`src/rtl/mult_seq_16b_if.sv`:
```
// Operand/result bundle for mult_seq_16b: start/busy/done handshake plus operands and product.
// The master is the pipeline control that requests a multiply; the slave is the multiplier.
interface mult_seq_16b_if #(
  parameter int N = 16
);
  logic           start;
  logic [N-1:0]   a;
  logic [N-1:0]   b;
  logic           busy;
  logic           done;
  logic [2*N-1:0] product;
  logic           err;

  modport master (
    output start, a, b,
    input  busy, done, product, err
  );

  modport slave (
    input  start, a, b,
    output busy, done, product, err
  );
endinterface

```
`src/rtl/mult_seq_16b.sv`:
```
// Sequential unsigned 16x16 shift-add multiplier through a 16-bit CLA: 17 cycles start-to-done.
// No backpressure; start during RUN is dropped and flagged on err, start during done chains a new run.
module cla_16b (
  input  logic [15:0] A,
  input  logic [15:0] B,
  input  logic        C_in,
  output logic [15:0] S,
  output logic        C_out,
  output logic        err
);
  logic [15:0] w_p, w_g;
  logic [16:0] w_c;
  logic [3:0]  w_gg, w_gp;
  logic [4:0]  w_gc;
  logic [16:0] w_ref;

  assign w_p = A ^ B;
  assign w_g = A & B;

  always_comb begin
    w_gg = '0;
    w_gp = '0;
    w_gc = '0;
    w_c  = '0;
    w_gc[0] = C_in;
    for (int k = 0; k < 4; k++) begin
      w_gg[k] = w_g[4*k+3] | (w_p[4*k+3] & w_g[4*k+2])
              | (w_p[4*k+3] & w_p[4*k+2] & w_g[4*k+1])
              | (w_p[4*k+3] & w_p[4*k+2] & w_p[4*k+1] & w_g[4*k]);
      w_gp[k] = &w_p[4*k +: 4];
      w_gc[k+1] = w_gg[k] | (w_gp[k] & w_gc[k]);
      w_c[4*k]   = w_gc[k];
      w_c[4*k+1] = w_g[4*k] | (w_p[4*k] & w_gc[k]);
      w_c[4*k+2] = w_g[4*k+1] | (w_p[4*k+1] & w_g[4*k])
                 | (w_p[4*k+1] & w_p[4*k] & w_gc[k]);
      w_c[4*k+3] = w_g[4*k+2] | (w_p[4*k+2] & w_g[4*k+1])
                 | (w_p[4*k+2] & w_p[4*k+1] & w_g[4*k])
                 | (w_p[4*k+2] & w_p[4*k+1] & w_p[4*k] & w_gc[k]);
    end
    w_c[16] = w_gc[4];
  end

  assign S     = w_p ^ w_c[15:0];
  assign C_out = w_c[16];
  // Redundant behavioural sum guards the lookahead network.
  assign w_ref = {1'b0, A} + {1'b0, B} + {16'b0, C_in};
  assign err   = ({C_out, S} != w_ref);
endmodule

module mult_seq_16b #(
  parameter int N = 16
) (
  input  logic            clk,
  input  logic            rst,
  mult_seq_16b_if.slave   bus
);
  typedef enum logic [1:0] {IDLE, RUN, DONE} state_t;

  state_t         r_state;
  logic [N-1:0]   r_mcand;
  logic [N-1:0]   r_acc_hi;
  logic [N-1:0]   r_acc_lo;
  logic [4:0]     r_cnt;
  logic [2*N-1:0] r_product;
  logic           r_err;

  logic [N-1:0]   w_add_b;
  logic [N-1:0]   w_sum;
  logic           w_cout;
  logic           w_add_err;
  logic [2*N-1:0] w_next_acc;

  assign w_add_b    = r_acc_lo[0] ? r_mcand : '0;
  assign w_next_acc = {w_cout, w_sum, r_acc_lo[N-1:1]};

  cla_16b u_cla (
    .A     (r_acc_hi),
    .B     (w_add_b),
    .C_in  (1'b0),
    .S     (w_sum),
    .C_out (w_cout),
    .err   (w_add_err)
  );

  always_ff @(posedge clk or posedge rst) begin
    if (rst) begin
      r_state   <= IDLE;
      r_mcand   <= '0;
      r_acc_hi  <= '0;
      r_acc_lo  <= '0;
      r_cnt     <= '0;
      r_product <= '0;
      r_err     <= 1'b0;
    end else begin
      r_err <= 1'b0;
      case (r_state)
        RUN: begin
          {r_acc_hi, r_acc_lo} <= w_next_acc;
          r_cnt <= r_cnt + 5'd1;
          if (bus.start || w_add_err) r_err <= 1'b1;
          if (r_cnt == 5'd15) begin
            r_product <= w_next_acc;
            r_state   <= DONE;
          end
        end
        default: begin
          // IDLE and DONE accept a request identically, giving gapless back-to-back runs.
          if (bus.start) begin
            r_mcand  <= bus.a;
            r_acc_lo <= bus.b;
            r_acc_hi <= '0;
            r_cnt    <= '0;
            r_state  <= RUN;
          end else begin
            r_state  <= IDLE;
          end
        end
      endcase
    end
  end

  assign bus.busy    = (r_state == RUN);
  assign bus.done    = (r_state == DONE);
  assign bus.product = r_product;
  assign bus.err     = r_err;
endmodule

```
`src/flat_wrapper.sv`:
```
// flat-port wrapper written by rule: the top's interface ports become plain ports
module mult_seq_16b_flat 
#(
  parameter int N = 16
)
  (clk, rst, bus_start, bus_a, bus_b, bus_busy, bus_done, bus_product, bus_err);
  mult_seq_16b_if #(.N(N)) bus_i ();
  input  logic clk;
  input  logic rst;
  input wire logic [$bits(bus_i.start)-1:0] bus_start;
  input wire logic [$bits(bus_i.a)-1:0] bus_a;
  input wire logic [$bits(bus_i.b)-1:0] bus_b;
  output wire logic [$bits(bus_i.busy)-1:0] bus_busy;
  output wire logic [$bits(bus_i.done)-1:0] bus_done;
  output wire logic [$bits(bus_i.product)-1:0] bus_product;
  output wire logic [$bits(bus_i.err)-1:0] bus_err;
  assign bus_i.start = bus_start;
  assign bus_i.a = bus_a;
  assign bus_i.b = bus_b;
  assign bus_busy = bus_i.busy;
  assign bus_done = bus_i.done;
  assign bus_product = bus_i.product;
  assign bus_err = bus_i.err;
  mult_seq_16b #(.N(N)) u_core (.clk(clk), .rst(rst), .bus(bus_i));
endmodule
```
`config.mk`:
```
export PLATFORM = sky130hd
export DESIGN_NAME = mult_seq_16b_flat
export DESIGN_NICKNAME = d
export VERILOG_FILES = /design/src/rtl/mult_seq_16b_if.sv /design/src/rtl/mult_seq_16b.sv /design/src/flat_wrapper.sv
export SDC_FILE = /design/constraint.sdc
export NUM_CORES = 1
export LEC_CHECK = 0
export CORE_MARGIN = 3
export CORE_UTILIZATION = 60
export DETAILED_ROUTE_END_ITERATION = 12
export DONT_BUFFER_PORTS = 1
export PLACE_DENSITY = 0.76
export SYNTH_ARGS = -nofsm -noshare
export SYNTH_HDL_FRONTEND = slang
export SYNTH_HIERARCHICAL = 1
export SYNTH_SLANG_ARGS = --single-unit
```
`constraint.sdc`:
```
create_clock -name clk -period 4.82 [get_ports clk]
set_input_delay 0.964 -clock clk [delete_from_list [all_inputs] [get_ports clk]]
set_output_delay 0.964 -clock clk [all_outputs]
set_load 0.005 [all_outputs]
```
==> metrics.yaml <==
clocking:
  cts_tree: "done"
  postCtsHoldBufs: 0
  cts_setup_buffers: 0
  root_buffer: "clkbuf_8"
  cts.repair.resized: 0
  worstSkewPairLatency_ns: 0.36
  path_clk_slew_ns: 0.09
  clockBufferDepth: 2
  cts_inserted_buffers: 9
  cts.sinks: 88
  h-tree-depth: 3
synthesis:
  postSynthAreaPerCell_sq_um: 11.2
  synth_top_area_share: 0.467
  synth_edf_count: 0
  syn_inst: 423
  seq_area_frac_synth: 0.467
  synthArstFlopShare: 1.00
  yosysUniqueCellTypes: 56
  synth_top_area_cell: "dfrtp_1"
  ys_top_cells_by_count: "88 x dfrtp_1, 57 x nand2_1, 40 x o21ai_0"
  netlist_area_sq_mm: 0.00472
  ys_ff_latch: 88
  synth_most_common_cell: "dfrtp_1"
  ys_warn_count: 6
  synth_ff_type: "dfrtp_1"
  synthTopCellsByArea: "dfrtp_1 47%, mux2_2 7.2%, mux2_4 5.7%"
timing:
  setup_viol: 0
  maxSlewHeadroom: 0.350
  period_share: 0.829
  drv_slew: 0
  finalHoldViolations: 0
  skew_ns: 0.00872
  finalCriticalPeriod_ns: 4.00
  max_freq_mhz: 250
  rsz0062_at_grt: "no"
  worstMarginPinSlew_ns: 0.975
  tns_ns: 0
  whs_ns: 0.512
worst_setup_path:
  crit_required_ns: 5.06
  cp_common_cell: "nor2_1"
  cp_num_buf_inv: 0
  cp_top_family: "simple AND/OR/NAND/NOR gates"
  critPathSlowestCell: "dfrtp_1"
  cp_slowest_stage_delay_ns: 0.65
  end_kind: "flip-flop"
  startpoint_type: "flip-flop"
  critPathKind: "flip-flop to flip-flop"
  arrival_ns: 4.23
  cp_max_fo: 17
  crit_chain: "and2_1 > ha_1 > and4_1 > and2_1 > a221oi_2 > nor2_1 > nor2_1 > fa_1 > xor2_1 > xnor2_1 > o2111ai_1 > or4b_1 > nor2_1 > nor2_1"
grt:
  grt_pass1_wl_mm: 14.3
  grt_usage: 0.207
  antenna_found_initial: 0
  grt.overflow.total: 0
  grt_pass1_vias: 3034
  grt_start_max_net_pins: 72
cells_and_area:
  syn_to_final_growth_pct: 6.15
  drive_gt1_frac: 0.182
  finalNonFillerCells: 522
  nNetsFinal: 476
  fillers: 583
  final_util: 0.672
  num_antenna_cells: 0
detailed_routing:
  num_vias: 3067
  drt_wl_total_mm: 8.74
  viasPerCell: 5.88
  drt_iter0_markers: 92
  wl_per_cell_um: 16.7
  route.detailed.drc: 0
  detail-route-antenna-nets: 0
  drtPass1Iterations: 4
outcome:
  status: "finished clean"
place:
  port_buffers: 0
  gp_congestion: 0.899
  dp.cells: 506
  dpl.hpwl_mm: 6.10
floorplan:
  die_w_um: 94.7
  core_sq_mm: 0.00745
  initial_core_util: 0.633
  die-area_sq_mm: 0.00896
  rows: 31
  die_h_um: 94.7
  top_level_ports: 70
hold_path:
  min_path_type: "flip-flop to flip-flop"
power_and_ir_drop:
  p_leak_nw: 2.42
  peakVddDrop_uv: 415
  powerDensity_mw_per_mm2: 727
job:
  drv_cap: 0
==> sequential cells by signal, indices dropped and copies added (netlist names) <==
| signal | count |
|---|---|
| u_core/bus.product | 32 |
| u_core/r_mcand | 16 |
| u_core/r_state | 2 |
| u_core/r_cnt | 5 |
| u_core/bus.err | 1 |
| u_core/r_acc_hi | 16 |
| u_core/r_acc_lo | 16 |
==> layer usage <==
layer | track usage | vias up | routed length [um]
met5 | 0 | - | 0
met3 | 0.0566 | 12 | 506
li1 | - | 1456 | -
met4 | 0.0805 | 0 | 143
met2 | 0.356 | 85 | 4330
met1 | 0.246 | 1514 | 3760
==> area by class of cell <==
class                   count  area, sq um  share of cell area
repair buffers              1         7.51             0.00150
inverters                  21         92.6              0.0185
clock inverters             6          138              0.0275
multi-input cells         297         2310               0.461
clock buffers              10          138              0.0275
flip-flops and latches     88         2200               0.440
well taps                  99          124              0.0247
==> where the power goes <==
| group | total [mW] | internal, mW | switching (mW) |
|---|---|---|---|
| Clock | 0.681 | 0.414 | 0.266 |
| Combinational | 1.61 | 0.751 | 0.864 |
| Sequential | 1.34 | 1.09 | 0.252 |
==> per-stage QoR <==
stage                     total power [mW]  cell area (sq um)  setup WS (ns)
final                                 3.64               5010          0.824
after global routing                  3.94               5010          0.616
after CTS                             3.67               5010          0.824
after detailed placement              2.97               4730          0.833
after global placement                2.90               4730          0.996
after floorplan                       2.67               4720           1.32
==> cells by family after synthesis <==
logic type               synth area share
AO/OA/AOI/OAI                       0.105
XOR/XNOR                           0.0387
adder cells (fa/ha/maj)            0.0690
buffers and inverters              0.0451
flip-flops                          0.467
multiplexers                        0.165
other                            0.000795
AND/OR/NAND/NOR                     0.109
==> cell usage in the layout (no fill, tap or decap), types with 2 or more instances in the layout <==
cell type,n
mux2_4,18
o21ai_0,40
mux2_2,30
o21ai_1,4
mux2i_1,17
o2111ai_1,2
nand3_1,4
ha_1,18
conb_1,2
bufinv_16,4
xnor2_1,11
and2_1,18
nor2_1,10
a21oi_1,13
nor3_1,2
nand4_1,3
fa_1,5
a31oi_1,2
o211ai_1,2
a21o_1,3
clkbuf_8,10
inv_1,18
dfrtp_1,88
a211oi_1,2
nor2b_1,2
nand2_1,57
xor2_1,8
inv_6,3
==> path summary, 6_finish.rpt <==
check	start	end	slack, ns	cells past startpoint
setup / recovery	u_core/r_acc_lo[0]	u_core/bus.err	0.82	14
max in group asynchronous	rst	u_core/r_acc_hi[10]	3.22	2
setup reg to reg	u_core/r_acc_lo[0]	u_core/bus.err	0.82	14
hold / removal	u_core/r_mcand[4]	u_core/r_mcand[4]	0.51	1
hold reg to reg	u_core/r_mcand[4]	u_core/r_mcand[4]	0.51	1
min in group asynchronous	rst	u_core/bus.product[12]	0.68	1
==> worst reg2reg max path, delay by kind of cell (launching register included) <==
family	cells	cell delay [ns]
flip-flops	1	0.65
XOR/XNOR	2	0.34
AND/OR/NAND/NOR	8	1.61
AO/OA/AOI/OAI	2	0.49
adder cells (fa/ha/maj)	2	0.79
Power figures use the tool's default switching activity.
